**src/rtl/lsu_pkg.sv**
```systemverilog
// Shared encodings for the load/store unit: access size codes and FSM states.
package lsu_pkg;

   localparam logic [1:0] SZ_BYTE = 2'b00;
   localparam logic [1:0] SZ_HALF = 2'b01;
   localparam logic [1:0] SZ_WORD = 2'b10;

   typedef enum logic [0:0] {
      ST_IDLE  = 1'b0,
      ST_WRITE = 1'b1
   } lsu_state_e;

endpackage

```
**src/rtl/load_store_unit_if.sv**
```systemverilog
// Request/response and data-memory signal bundle for the load/store unit.
interface load_store_unit_if #(
   parameter int unsigned ADDR_W = 32
) ();

   logic              req_valid;
   logic              req_ready;
   logic              req_write;
   logic [1:0]        req_size;
   logic              req_unsigned;
   logic [ADDR_W-1:0] req_addr;
   logic [31:0]       req_wdata;
   logic              resp_valid;
   logic [31:0]       resp_rdata;
   logic              stall;
   logic              misalign;
   logic              mem_we;
   logic [ADDR_W-1:0] mem_addr;
   logic [31:0]       mem_wdata;
   logic [31:0]       mem_rdata;

   modport slave (
      input  req_valid, req_write, req_size, req_unsigned, req_addr, req_wdata, mem_rdata,
      output req_ready, resp_valid, resp_rdata, stall, misalign, mem_we, mem_addr, mem_wdata
   );

   modport master (
      output req_valid, req_write, req_size, req_unsigned, req_addr, req_wdata, mem_rdata,
      input  req_ready, resp_valid, resp_rdata, stall, misalign, mem_we, mem_addr, mem_wdata
   );

endinterface

```
**src/rtl/lsu_lane.sv**
```systemverilog
// Little-endian lane logic: extracts/extends load data and merges sub-word store data.
module lsu_lane
   import lsu_pkg::*;
(
   input  logic [1:0]  size_i,
   input  logic        unsigned_i,
   input  logic [1:0]  addr_lo_i,
   input  logic [31:0] rdata_i,
   input  logic [31:0] wdata_i,
   output logic [31:0] load_o,
   output logic [31:0] merge_o
);

   logic [7:0]  byte_sel;
   logic [15:0] half_sel;

   always_comb begin
      byte_sel = rdata_i[8*addr_lo_i +: 8];
      half_sel = addr_lo_i[1] ? rdata_i[31:16] : rdata_i[15:0];
      load_o   = rdata_i;
      merge_o  = rdata_i;
      case (size_i)
         SZ_BYTE: begin
            load_o = {{24{~unsigned_i & byte_sel[7]}}, byte_sel};
            merge_o[8*addr_lo_i +: 8] = wdata_i[7:0];
         end
         SZ_HALF: begin
            load_o = {{16{~unsigned_i & half_sel[15]}}, half_sel};
            if (addr_lo_i[1]) merge_o[31:16] = wdata_i[15:0];
            else              merge_o[15:0]  = wdata_i[15:0];
         end
         default: begin
            load_o  = rdata_i;
            merge_o = wdata_i;
         end
      endcase
   end

endmodule

```
**src/rtl/load_store_unit.sv**
```systemverilog
// Memory-stage load/store unit; sub-word stores use a two-cycle read-modify-write.
// Optional MISALIGN_TRAP_EN suppresses and flags misaligned half/word accesses.
module load_store_unit
   import lsu_pkg::*;
#(
   parameter int unsigned ADDR_W = 32
) (
   input  logic               clk,
   input  logic               reset,
   load_store_unit_if.slave   bus
);

   lsu_state_e        state_q, state_d;
   logic [31:0]       merge_q, merge_d;
   logic [ADDR_W-1:0] addr_q, addr_d;
   logic              resp_valid_q, resp_valid_d;
   logic [31:0]       resp_rdata_q, resp_rdata_d;
   logic              misalign_q, misalign_d;

   logic              ready;
   logic              accept;
   logic              is_word;
   logic              fault;
   logic [31:0]       load_data;
   logic [31:0]       merge_data;

   assign is_word = bus.req_size[1];

`ifdef MISALIGN_TRAP_EN
   assign fault = ((bus.req_size == SZ_HALF) && bus.req_addr[0]) ||
                  (is_word && (bus.req_addr[1:0] != 2'b00));
`else
   assign fault = 1'b0;
`endif

   lsu_lane u_lane (
      .size_i     (bus.req_size),
      .unsigned_i (bus.req_unsigned),
      .addr_lo_i  (bus.req_addr[1:0]),
      .rdata_i    (bus.mem_rdata),
      .wdata_i    (bus.req_wdata),
      .load_o     (load_data),
      .merge_o    (merge_data)
   );

   always_comb begin
      ready         = (state_q == ST_IDLE);
      accept        = bus.req_valid && ready;
      bus.req_ready = ready;
      bus.stall     = !ready;
      if (state_q == ST_WRITE) begin
         bus.mem_addr  = addr_q;
         bus.mem_wdata = merge_q;
         bus.mem_we    = 1'b1;
      end else begin
         bus.mem_addr  = {bus.req_addr[ADDR_W-1:2], 2'b00};
         bus.mem_wdata = bus.req_wdata;
         bus.mem_we    = accept && bus.req_write && is_word && !fault;
      end
   end

   always_comb begin
      state_d      = ST_IDLE;
      merge_d      = merge_q;
      addr_d       = addr_q;
      resp_valid_d = accept && !bus.req_write;
      resp_rdata_d = resp_rdata_q;
      misalign_d   = accept && fault;
      if (accept && !bus.req_write) begin
         resp_rdata_d = fault ? 32'h0 : load_data;
      end
      // Sub-word store: capture merged word now, write it in the next cycle.
      if (accept && bus.req_write && !is_word && !fault) begin
         state_d = ST_WRITE;
         merge_d = merge_data;
         addr_d  = {bus.req_addr[ADDR_W-1:2], 2'b00};
      end
   end

   always_ff @(posedge clk or posedge reset) begin
      if (reset) begin
         state_q      <= ST_IDLE;
         merge_q      <= 32'h0;
         addr_q       <= '0;
         resp_valid_q <= 1'b0;
         resp_rdata_q <= 32'h0;
         misalign_q   <= 1'b0;
      end else begin
         state_q      <= state_d;
         merge_q      <= merge_d;
         addr_q       <= addr_d;
         resp_valid_q <= resp_valid_d;
         resp_rdata_q <= resp_rdata_d;
         misalign_q   <= misalign_d;
      end
   end

   assign bus.resp_valid = resp_valid_q;
   assign bus.resp_rdata = resp_rdata_q;
   assign bus.misalign   = misalign_q;

endmodule

```
**src/flat_wrapper.sv**
```systemverilog
// flat-port wrapper written by rule: the top's interface ports become plain ports
module load_store_unit_flat import lsu_pkg::*;
#(
   parameter int unsigned ADDR_W = 32
)
  (clk, reset, bus_req_valid, bus_req_write, bus_req_size, bus_req_unsigned, bus_req_addr, bus_req_wdata, bus_mem_rdata, bus_req_ready, bus_resp_valid, bus_resp_rdata, bus_stall, bus_misalign, bus_mem_we, bus_mem_addr, bus_mem_wdata);
  load_store_unit_if #(.ADDR_W(ADDR_W)) bus_i ();
  input  logic clk;
  input  logic reset;
  input wire logic [$bits(bus_i.req_valid)-1:0] bus_req_valid;
  input wire logic [$bits(bus_i.req_write)-1:0] bus_req_write;
  input wire logic [$bits(bus_i.req_size)-1:0] bus_req_size;
  input wire logic [$bits(bus_i.req_unsigned)-1:0] bus_req_unsigned;
  input wire logic [$bits(bus_i.req_addr)-1:0] bus_req_addr;
  input wire logic [$bits(bus_i.req_wdata)-1:0] bus_req_wdata;
  input wire logic [$bits(bus_i.mem_rdata)-1:0] bus_mem_rdata;
  output wire logic [$bits(bus_i.req_ready)-1:0] bus_req_ready;
  output wire logic [$bits(bus_i.resp_valid)-1:0] bus_resp_valid;
  output wire logic [$bits(bus_i.resp_rdata)-1:0] bus_resp_rdata;
  output wire logic [$bits(bus_i.stall)-1:0] bus_stall;
  output wire logic [$bits(bus_i.misalign)-1:0] bus_misalign;
  output wire logic [$bits(bus_i.mem_we)-1:0] bus_mem_we;
  output wire logic [$bits(bus_i.mem_addr)-1:0] bus_mem_addr;
  output wire logic [$bits(bus_i.mem_wdata)-1:0] bus_mem_wdata;
  assign bus_i.req_valid = bus_req_valid;
  assign bus_i.req_write = bus_req_write;
  assign bus_i.req_size = bus_req_size;
  assign bus_i.req_unsigned = bus_req_unsigned;
  assign bus_i.req_addr = bus_req_addr;
  assign bus_i.req_wdata = bus_req_wdata;
  assign bus_i.mem_rdata = bus_mem_rdata;
  assign bus_req_ready = bus_i.req_ready;
  assign bus_resp_valid = bus_i.resp_valid;
  assign bus_resp_rdata = bus_i.resp_rdata;
  assign bus_stall = bus_i.stall;
  assign bus_misalign = bus_i.misalign;
  assign bus_mem_we = bus_i.mem_we;
  assign bus_mem_addr = bus_i.mem_addr;
  assign bus_mem_wdata = bus_i.mem_wdata;
  load_store_unit #(.ADDR_W(ADDR_W)) u_core (.clk(clk), .reset(reset), .bus(bus_i));
endmodule
```
**config.mk**
```make
export PLATFORM = sky130hd
export DESIGN_NAME = load_store_unit_flat
export DESIGN_NICKNAME = d
export VERILOG_FILES = /design/src/rtl/lsu_pkg.sv /design/src/rtl/load_store_unit_if.sv /design/src/rtl/lsu_lane.sv /design/src/rtl/load_store_unit.sv /design/src/flat_wrapper.sv
export SDC_FILE = /design/constraint.sdc
export NUM_CORES = 1
export LEC_CHECK = 0
export BUFFER_PORTS_ARGS = -buffer_cell sky130_fd_sc_hd__clkbuf_2
export CAP_MARGIN = 20
export CORE_MARGIN = 4
export CORE_UTILIZATION = 55
export DETAILED_ROUTE_END_ITERATION = 16
export PLACE_DENSITY = 0.87
export SLEW_MARGIN = 20
export SYNTH_ARGS = -nofsm -noshare
export SYNTH_HDL_FRONTEND = slang
export SYNTH_SLANG_ARGS = --single-unit
export TNS_END_PERCENT = 50
```
**constraint.sdc**
```tcl
create_clock -name clk -period 8.51 [get_ports clk]
set_clock_uncertainty 0.15 [all_clocks]
set_input_delay 0.851 -clock clk [delete_from_list [all_inputs] [get_ports clk]]
set_output_delay 0.851 -clock clk [all_outputs]
set_load 0.05 [all_outputs]
```
-- Yosys cells after proc, flatten, opt, wreduce, memory -nomap -nowiden
Index checks and enable logic that the tools add are counted.
- register bits after elaboration: 96
- input port bits: 103
- RAM bits: 0
- word-level logic and storage cells: 32
- bits in read-only memories: 0
- latch bits: 0
- memories kept: 0
- add/sub/neg operators: 1
- mux-type cells: 10
- $lt $le $gt $ge: 0
- shift operators: 3
- multipliers: 0
- reductions and logical operators: 8
- div/mod/pow operators: 0
- eq/ne operators: 1
- bitwise operators: 4
- operators by type and width (operator ; number):
    one-hot mux 32 bit (2 select lines) ; 2
    2-to-1 mux 32 bit ; 2
    2-to-1 mux 16 bit ; 3
    negator 5 -> 34 bit ; 1
    variable shift 8 x 34 -> 32 bit, first input constant ; 1
    indexed part select 8 x 34 -> 32 bit ; 1
    bitwise mux 32 bit ; 1
    indexed part select 32 x 6 -> 8 bit ; 1
    logical AND 1 bit ; 5
    bitwise AND 1 bit ; 2
    equality test 2 x 1 -> 1 bit, second input constant ; 1
    zero test 1 bit ; 2
    zero test 2 bit ; 1
    2-to-1 mux 1 bit ; 2
    inverter 1 bit ; 2

-- Depth between registers and ports, before layout
Gate-level depths: netlist of the first run.
- word-level depth: 5
- depth in mapped cells: 9
- mapped depth without buffers: 6

-- Hierarchy
From an unflattened synthesis of the first run, not the netlist that was laid out.
- cell total of the unflattened synthesis: 535
- area total of the unflattened synthesis: 5936.9 um2
- modules (own cells, without submodules) (module ; area each (um2) ; times used ; cells an instance ; sequential area each (um2)):
    load_store_unit ; 4386.7 ; 1 ; 279 ; 2402.3
    lsu_lane ; 1550.2 ; 1 ; 256 ; 0.0

-- Worst setup path after synthesis of the first run
OpenSTA, ideal clock, no wires.
- path type: input to output
- start: in bus_req_size[1]
- end: out bus_mem_we
- arrival: 2.356 ns
- data required time: 7.509 ns
- setup slack: 5.153 ns
- stages: 4
- cells stage by stage: buf_2 -> inv_1 -> clkbuf_1 -> o21ai_0
- longest elaborated chain between the ends: 2
- ends and longest elaborated chain (item ; RTL line ; source):
    from (decl) ; flat_wrapper.sv:12 ; input wire logic [$bits(bus_i.req_size)-1:0] bus_req_size;
    logical AND 1 bit ; load_store_unit.sv:58 ; bus.mem_we = accept && bus.req_write && is_word && !fault;
    2-to-1 mux 1 bit ; load_store_unit.sv:51 ; if (state_q == ST_WRITE) begin
    to (decl) ; flat_wrapper.sv:22 ; output wire logic [$bits(bus_i.mem_we)-1:0] bus_mem_we;
No other way between the ends.

-- Worst setup path after layout of the first run
- start: in bus_req_addr[1]
- end: reg u_core.merge_q[13]
- longest elaborated chain between the ends: 4
- ends and longest elaborated chain (item ; RTL line ; source):
    from (decl) ; flat_wrapper.sv:14 ; input wire logic [$bits(bus_i.req_addr)-1:0] bus_req_addr;
    negator 5 -> 34 bit ; lsu_lane.sv:25 ; merge_o[8*addr_lo_i +: 8] = wdata_i[7:0];
    indexed part select 8 x 34 -> 32 bit or variable shift 8 x 34 -> 32 bit (tied branches) ; lsu_lane.sv:25 ;
    bitwise mux 32 bit ; lsu_lane.sv:25 ;
    one-hot mux 32 bit (2 select lines) * ; lsu_lane.sv:22 ; case (size_i)
    to (signal assigned) ; load_store_unit.sv:90 ; merge_q <= merge_d;
    to (decl) ; load_store_unit.sv:14 ; logic [31:0] merge_q, merge_d;
Every way passes the cells marked *; elsewhere a longest branch is shown, timed or not.
A chain may end at the register's enable or synchronous reset.

==> impl_metrics.csv, run 1 <==
group,metric,value,unit
pwr,p_leak,3.43,nW
global_routing,grt_pass1_wl,28.2,mm
sta,rsz0062_at_grt,"no",
cts,cts_tree,"built",
sta,slew_headroom,0.360,
cts,clkLatencyLatePin,0.37,ns
yosys,syn_inst,620,
place,dp_hpwl,12.9,mm
global_routing,gr-total-overflow,0,
setup_path,critPathLaunchType,"primary input",
floorplan,die_w,111,um
cts,cts_inserted_buffers,9,
global_routing,grt_max_degree,67,
cells_and_area,fin_area,0.00697,mm2
sta,layout_setup_ws,5.10,ns
routing,drtIter0Drc,559,
cts,clk_pin_slew,0.09,ns
yosys,synth-async-reset-ratio,1.00,
yosys,synth_top_cell_by_area,"dfrtp_1",
setup_path,worstPathMaxFanout,45,
global_routing,grt_pass1_vias,5431,
cts,htree_levels,3,
routing,vias_per_cell,6.08,
cts,clk_path_buf_depth,2,
yosys,synth_edf_count,0,
sta,worst_pin_slew,0.958,ns
cts,cts_resized,0,
cells_and_area,nets,894,
pwr,power.density,193,mW/mm2
global_routing,antenna_found_initial,0,
sta,period_share,0.400,
yosys,synth-seq-cells,96,
min_path,hp-class,"primary input to async pin",
setup_path,endpoint_kind,"register",
setup_path,path_class,"primary input to register",
yosys,yosysSeqAreaShare,0.413,
pwr,vdd_drop_max,101,uV
pwr,total_power,1.35,mW
status,outcome,"finished clean",
floorplan,die_h,111,um
yosys,yosysUniqueCellTypes,43,
cells_and_area,syn_to_final_growth,19.7,%
global_routing,grtUsageTotal,0.283,
cts,holdBufCountCts,0,
yosys,synth_ff_type,"dfrtp_1",
floorplan,io-pin-count,204,
setup_path,worstPathRequired,8.62,ns
cts,cts_setup_buffers,0,
yosys,ys_warn_count,0,
floorplan,core_area,0.0103,mm2
yosys,synth_top_area_frac,0.413,
cells_and_area,final_cell_mix,"200 x clkbuf_2, 139 x nand2_1, 95 x dfrtp_1",
yosys,syn_area,0.00582,mm2
cells_and_area,insertedDiodeCount,0,
place,pre_cts_ws,4.69,ns
place,place_area,0.00679,mm2
cells_and_area,final_util,0.675,
sta,fin_crit,3.41,ns
setup_path,worstPathArrival,3.52,ns
floorplan,initial_utilization,0.564,
place,io_buffers,200,
routing,routed_wl,18.0,mm
cells_and_area,drive_above_1_share,0.389,
sta,maxSlewViolCount,0,
flow_run,drv_cap,0,
sta,fmax,293,MHz
yosys,synth.area.top_cells,"dfrtp_1 41%, mux2_2 15%, nand2_1 9.0%",
sta,hold_violations,0,
floorplan,dieArea,0.0123,mm2
routing,vias,5637,
place,gp_congestion,0.909,
yosys,syn_avg_cell_area,9.39,um2
routing,drtAntennaViolNets,0,
cts,clock-sinks,96,
routing,drtPass1Iterations,5,
sta,finalSetupViolCount,0,
cts,cts_root_buffer,"clkbuf_8",
routing,drc,0,
cells_and_area,layout_commonest_cell,"clkbuf_2",
routing,wire_per_inst,19.4,um
floorplan,rows,37,
sta,fin_tns_setup,0,ns
==> cells in the mapped netlist (2+ instances only) <==
master	number
a221o_1	7
ha_1	5
nand2_1	139
mux2i_1	26
o21ai_0	20
a21oi_1	49
mux2_2	78
dfrtp_1	96
a22oi_1	14
nor2b_1	25
o211ai_1	8
nor4_1	2
buf_2	16
buf_4	8
o221ai_1	23
nand2b_1	3
nand3_1	10
inv_2	3
nor2_1	18
clkbuf_1	24
a22o_1	9
inv_1	8
nor4bb_1	2
a32oi_1	8
==> final timing paths <==
check	startpoint	end	slack, ns	depth (start not counted)
worst max-delay path	bus_req_addr[1]	u_core.merge_q[13]	5.10	8
worst min-delay path	reset	u_core.addr_q[30]	0.31	2
worst max register to register	u_core.bus.stall	u_core.bus.resp_rdata[23]	5.77	5
worst min register to register	u_core.addr_q[25]	u_core.addr_q[25]	0.33	2
max in group asynchronous	reset	u_core.merge_q[0]	6.71	3
min in group clk	u_core.addr_q[25]	u_core.addr_q[25]	0.33	2
==> critical path, cell delays in order <==
cell      delay (ns)
clkbuf_2        0.08
buf_4           0.54
inv_2           0.25
ha_1            0.41
nand3b_1        0.26
nor3b_1         0.74
a21oi_1         0.16
o221ai_1        0.20
==> per-layer routing <==
metal  wire length, um  GRT usage  share of wire
met5                 0          0              0
met4               579      0.116          0.032
met2              8550      0.461           0.48
met1              6900      0.356           0.38
met3              1950     0.0775           0.11
==> flip-flops by register name (all words and copies together) (netlist names) <==
signal / flops
u_core.addr_q: 30
u_core.bus.resp_rdata: 32
u_core.merge_q: 32
u_core.bus.stall: 1
u_core.bus.resp_valid: 1
==> where the power goes <==
part | internal, mW | switching [mW] | total, mW
registers | 0.537 | 0.0471 | 0.584
clock network | 0.108 | 0.168 | 0.276
logic | 0.143 | 0.343 | 0.486
==> cells by family (layout without fill, tap and decap cells) <==
| family | after synthesis | after routing | synth area share |
|---|---|---|---|
| adders and majority gates | 5 | 5 | 0.0107 |
| muxes | 104 | 104 | 0.196 |
| DFF | 96 | 96 | 0.413 |
| other | 1 | 3 | 0.000644 |
| buffers and inverters | 62 | 231 | 0.0505 |
| and+or+nand+nor | 208 | 208 | 0.161 |
| AOI/OAI and AO/OA | 144 | 144 | 0.169 |
==> stage by stage <==
step | hold slack (ns) | instances
after floorplan | 0.290 | 622
after global placement | 0.301 | 911
after detailed placement | 0.308 | 911
after CTS | 0.311 | 927
after global routing | 0.332 | 927
final | 0.306 | 927
==> layout make-up <==
cell class | count | area [um2]
clock inverter | 6 | 42.5
tap | 136 | 170
inverter | 11 | 43.8
timing repair buffer | 204 | 1030
fill | 836 | 3350
sequential | 96 | 2400
multi-input combinational | 464 | 3150
clock buffer | 10 | 128
Power figures use the tool's default switching activity.
==> inputs of run 2 (changes only) <==
ABC_AREA = 1   (was default)
CORE_UTILIZATION = 52   (was 55)
PLACE_DENSITY = 0.82   (was 0.87)
clock period = 3.33 ns   (was 8.51 ns; I/O delays follow)
==> impl_metrics.csv, run 2 <==
group,metric,value,unit
status,outcome,"finished clean",
cells_and_area,fillers,1091,
yosys,synth_edf_count,0,
global_routing,antenna_found_initial,0,
cts,clk_path_buf_depth,2,
routing,vias_per_cell,5.35,
setup_path,endpoint_kind,"output port",
routing,drtAntennaViolNets,0,
place,gp_congestion,0.965,
routing,wire_per_inst,15.4,um
floorplan,core_area,0.0117,mm2
min_path,hp-class,"primary input to register",
routing,drtIter0Drc,501,
cells_and_area,drive_above_1_share,0.234,
floorplan,die_w,118,um
cells_and_area,nets,1214,
setup_path,worstPathArrival,2.20,ns
pwr,total_power,3.90,mW
setup_path,worstPathMaxFanout,76,
sta,slew_headroom,0.350,
pwr,power.density,514,mW/mm2
floorplan,io-pin-count,204,
yosys,yosysUniqueCellTypes,31,
cells_and_area,insertedDiodeCount,0,
global_routing,grt_pass1_vias,6135,
yosys,yosysSeqAreaShare,0.381,
sta,fin_tns_setup,0,ns
pwr,p_int,2.36,mW
flow_run,drv_cap,0,
sta,finalSetupViolCount,0,
sta,maxSlewViolCount,0,
cts,clock-sinks,96,
yosys,synth-seq-cells,96,
setup_path,worst_r2r_endpoint,"u_core.merge_q[5]",
cts,cts_root_buffer,"clkbuf_16",
cells_and_area,finalNonFillerCells,1254,
sta,rsz0062_at_grt,"no",
yosys,ys_warn_count,0,
floorplan,die_h,118,um
pwr,clkPwrFrac,0.294,
min_path,hold-path-endpoint,"u_core.addr_q[24]",
cells_and_area,layout_commonest_cell,"nand2_1",
sta,layout_setup_ws,0.645,ns
floorplan,initial_utilization,0.541,
cts,cts_inserted_buffers,9,
sta,period_share,0.806,
pwr,p_leak,4.16,nW
floorplan,dieArea,0.0140,mm2
yosys,synth.top_cells.by_count,"248 x nand2_1, 146 x o21ai_0, 120 x inv_1",
place,dp.cells,1237,
min_path,min_path_cells,3,
pwr,power.switching,1.53,mW
yosys,syn_inst,947,
setup_path,reg2reg_from,"u_core.bus.stall",
setup_path,worstPathRequired,2.85,ns
cts,htree_levels,3,
routing,drtPass1Iterations,5,
yosys,syn_area,0.00631,mm2
pwr,p_sw_frac,0.393,
global_routing,grt_max_degree,77,
sta,worst_pin_slew,0.974,ns
cells_and_area,syn_to_final_growth,20.2,%
sta,hold_violations,0,
place,dp_hpwl,14.1,mm
cells_and_area,final_cell_mix,"248 x nand2_1, 200 x clkbuf_2, 146 x o21ai_0",
cts,cts_setup_buffers,0,
yosys,synth_top_area_frac,0.381,
sta,whs,0.0900,ns
yosys,synth.area.top_cells,"dfrtp_1 38%, nand2_1 15%, o21ai_0 12%",
place,pre_cts_ws,0.845,ns
place,io_buffers,200,
routing,drc,0,
sta,fin_crit,2.68,ns
routing,routed_wl,19.3,mm
floorplan,rows,39,
global_routing,grt_pass1_wl,31.3,mm
setup_path,rrSetupSlack,1.10,ns
setup_path,reg2reg_depth,7,
setup_path,critPathLaunchType,"register",
setup_path,path_class,"register to output port",
yosys,synth_ff_type,"dfrtp_1",
global_routing,grtUsageTotal,0.272,
global_routing,gr-total-overflow,0,
yosys,syn_avg_cell_area,6.66,um2
yosys,synth_top_cell_by_area,"dfrtp_1",
min_path,min_from,"bus_req_addr[24]",
pwr,p_seq_frac,0.384,
cts,clk_pin_slew,0.07,ns
cts,clkLatencyLatePin,0.34,ns
yosys,synth-async-reset-ratio,1.00,
pwr,power_frac_comb,0.322,
pwr,vdd_drop_max,414,uV
sta,fmax,372,MHz
routing,vias,6707,
yosys,synth_most_common_cell,"nand2_1",
cts,cts_tree,"built",
[run 2: cell types whose count changed in the layout (fill, tap and decap cells not counted), moves of 23 or more]
cell / before / now
o21ai_0: 20 / 146
inv_1: 7 / 119
nand2_1: 139 / 248
mux2_2: 78 / 0
nor2_1: 18 / 78
mux2i_1: 26 / 0
o21ai_1: 0 / 26
nor2b_1: 25 / 0
a21oi_1: 49 / 72
o221ai_1: 23 / 0
[run 2: per-stage QoR]
step                       util  instance area, um2
after floorplan               -                6310
after global placement    0.621                7240
after detailed placement  0.621                7240
after CTS                 0.650                7580
after global routing      0.650                7580
final                     0.650                7580
[run 2: final cells by class]
cell class	instances	area [um2]	area share
tap	143	179	0.0236
clock inverter	7	104	0.0137
multi-input combinational	663	3110	0.410
sequential	96	2400	0.317
clock buffer	9	225	0.0297
inverter	126	480	0.0634
timing repair buffer	210	1080	0.142
[run 2: power by group through the flow]
stage               sequential, mW  clock (mW)  combinational [mW]
global route                  1.52        1.20                1.36
floorplan                     1.71           0               0.715
detailed placement            1.51           0                1.25
global placement              1.51           0                1.23
CTS                           1.49        1.16                1.26
finish                        1.50        1.14                1.25
[run 2: routing by layer]
layer,vias to the layer above,wire (um),GRT usage
li1,3321,-,-
met3,57,1780,0.0605
met2,375,8510,0.423
met1,2954,8200,0.368
met5,-,0,0
met4,0,825,0.115
[run 2: critical path, cell delays in order, from the launching register on]
cell and delay (ns):
dfrtp_2 0.69, buf_4 0.60, nand2_1 0.16, nand2_1 0.13
clkbuf_2 0.28
[run 2: kinds of logic (layout without fill, tap and decap cells)]
group	Yosys count	in the layout	share of synthesized area
AND/OR/NAND/NOR	385	385	0.258
AO/OA/AOI/OAI	270	270	0.223
buffers and inverters	190	352	0.127
flip-flops	96	96	0.381
adder cells (fa/ha/maj)	5	5	0.00992
other	1	3	0.000595
[run 2: worst max-delay path by stage]
stage	start	to	slack [ns]
finish	u_core.bus.stall	bus_mem_wdata[28]	0.65
floorplan	reset	u_core.addr_q[10]	0.34
CTS	u_core.bus.stall	bus_mem_wdata[28]	0.61
detailed placement	bus_req_addr[0]	u_core.merge_q[15]	0.85
global placement	bus_req_addr[0]	u_core.merge_q[15]	0.95
global route	u_core.bus.stall	bus_mem_wdata[28]	0.44
[run 2: timing repair]
action                    in CTS  in global routing
hold buffers                   1                  0
hold endpoints to repair      57                  0
gates resized for setup        0                  0
==> inputs of run 3 (changes only) <==
clock period = 2.8 ns   (was 3.33 ns; I/O delays follow)
==> impl_metrics.csv, run 3 (synthesis results as in run 2) <==
group,metric,value,unit
routing,drtPass1Iterations,5,
place,gp_congestion,0.964,
routing,drtIter0Drc,670,
floorplan,initial_utilization,0.541,
sta,finalSetupViolCount,0,
cells_and_area,syn_to_final_growth,21.3,%
global_routing,grt_max_degree,66,
cts,htree_levels,3,
floorplan,core_area,0.0117,mm2
routing,drc,0,
cells_and_area,nets,1223,
global_routing,grtUsageTotal,0.278,
cts,cts_inserted_buffers,9,
cells_and_area,layout_commonest_cell,"nand2_1",
pwr,vdd_drop_max,458,uV
sta,worst_pin_slew,0.598,ns
global_routing,gr-usage-met2,0.422,
sta,hold_violations,0,
cts,clk_pin_slew,0.07,ns
sta,period_share,0.862,
setup_path,worstPathRequired,2.37,ns
cells_and_area,fin_area,0.00765,mm2
routing,wire_per_inst,15.5,um
cts,clk_path_buf_depth,2,
routing,vias_per_cell,5.40,
routing,vias,6818,
status,outcome,"finished clean",
cts,cts_resized,0,
cts,cts_root_buffer,"clkbuf_16",
setup_path,rrSetupSlack,0.75,ns
cells_and_area,final_util,0.656,
setup_path,critPathLaunchType,"register",
cells_and_area,drive_above_1_share,0.240,
cts,clkLatencyLatePin,0.35,ns
cts,holdBufCountCts,1,
min_path,hp-class,"primary input to register",
floorplan,io-pin-count,204,
global_routing,antenna_found_initial,0,
global_routing,use_met1,0.397,
sta,fin_crit,2.41,ns
sta,slew_headroom,0.601,
sta,layout_setup_ws,0.385,ns
setup_path,reg2reg_from,"u_core.bus.stall",
cells_and_area,final_cell_mix,"248 x nand2_1, 200 x clkbuf_2, 146 x o21ai_0",
floorplan,dieArea,0.0140,mm2
floorplan,die_w,118,um
setup_path,worstPathArrival,1.98,ns
sta,maxSlewViolCount,0,
min_path,min_from,"bus_req_addr[23]",
sta,rsz0062_at_grt,"no",
cts,cts_setup_buffers,0,
place,place_area,0.00733,mm2
global_routing,globalRoute.busiestLayer,"met2",
global_routing,grt_pass1_vias,6207,
sta,fmax,414,MHz
global_routing,gr-total-overflow,0,
setup_path,path_class,"register to output port",
pwr,power.density,596,mW/mm2
place,pre_cts_ws,0.703,ns
setup_path,endpoint_kind,"output port",
flow_run,drv_cap,0,
pwr,p_leak,4.21,nW
global_routing,grt_pass1_wl,31.9,mm
sta,fin_tns_setup,0,ns
cts,cts_tree,"built",
place,dp_hpwl,14.6,mm
global_routing,met3_usage,0.0509,
place,io_buffers,200,
cells_and_area,insertedDiodeCount,0,
cts,clock-sinks,96,
setup_path,crit_start,"u_core.bus.stall",
routing,drtAntennaViolNets,0,
setup_path,worstPathMaxFanout,54,
pwr,total_power,4.56,mW
floorplan,rows,39,
routing,routed_wl,19.6,mm
floorplan,die_h,118,um
[run 3: changes by cell type in the layout (fill, tap and decap cells not counted), sizes merged]
cell	before	now
buf	9	18
bufinv	2	1
clkbuf	209	210
clkinv	2	3
inv	127	126
[run 3: layer usage]
metal  wire, um  vias up  part of all wire
li1           -     3341                 -
met3       2020       37              0.10
met5          0        -                 0
met2       8760      401              0.45
met1       8210     3039              0.42
met4        603        0             0.031
[run 3: area by class of cell]
| class | count | area, um2 |
|---|---|---|
| fillers | 1070 | 4020 |
| multi-input cells | 663 | 3110 |
| clock buffers | 10 | 239 |
| inverters | 126 | 482 |
| repair buffers | 219 | 1170 |
| flip-flops and latches | 96 | 2400 |
| well taps | 143 | 179 |
| clock inverters | 6 | 65.1 |
[run 3: worst paths after layout]
check                                           end  cells after the start
setup / recovery                   bus_mem_addr[17]                      4
hold reg to reg            u_core.bus.resp_rdata[8]                      2
hold / removal                    u_core.addr_q[23]                      3
max in group asynchronous          u_core.bus.stall                      4
min in group asynchronous         u_core.addr_q[25]                      3
setup reg to reg           u_core.bus.resp_rdata[6]                      7
[run 3: stage by stage]
| step | hold slack [ns] | instances |
|---|---|---|
| floorplan | 0.291 | 949 |
| global placement | 0.214 | 1246 |
| detailed placement | 0.214 | 1246 |
| CTS | 0.0303 | 1263 |
| global route | 0.0562 | 1263 |
| finish | 0.0342 | 1263 |
[run 3: power by group]
part	switching [mW]	internal, mW
Clock	0.544	0.720
Combinational	1.12	0.397
Sequential	0.144	1.63
Total	1.81	2.75
[run 3: critical path, stage by stage (launching register included)]
cell and delay (ns):
dfrtp_2 0.66, buf_4 0.46, nand2_1 0.10, o21ai_0 0.09
clkbuf_2 0.30
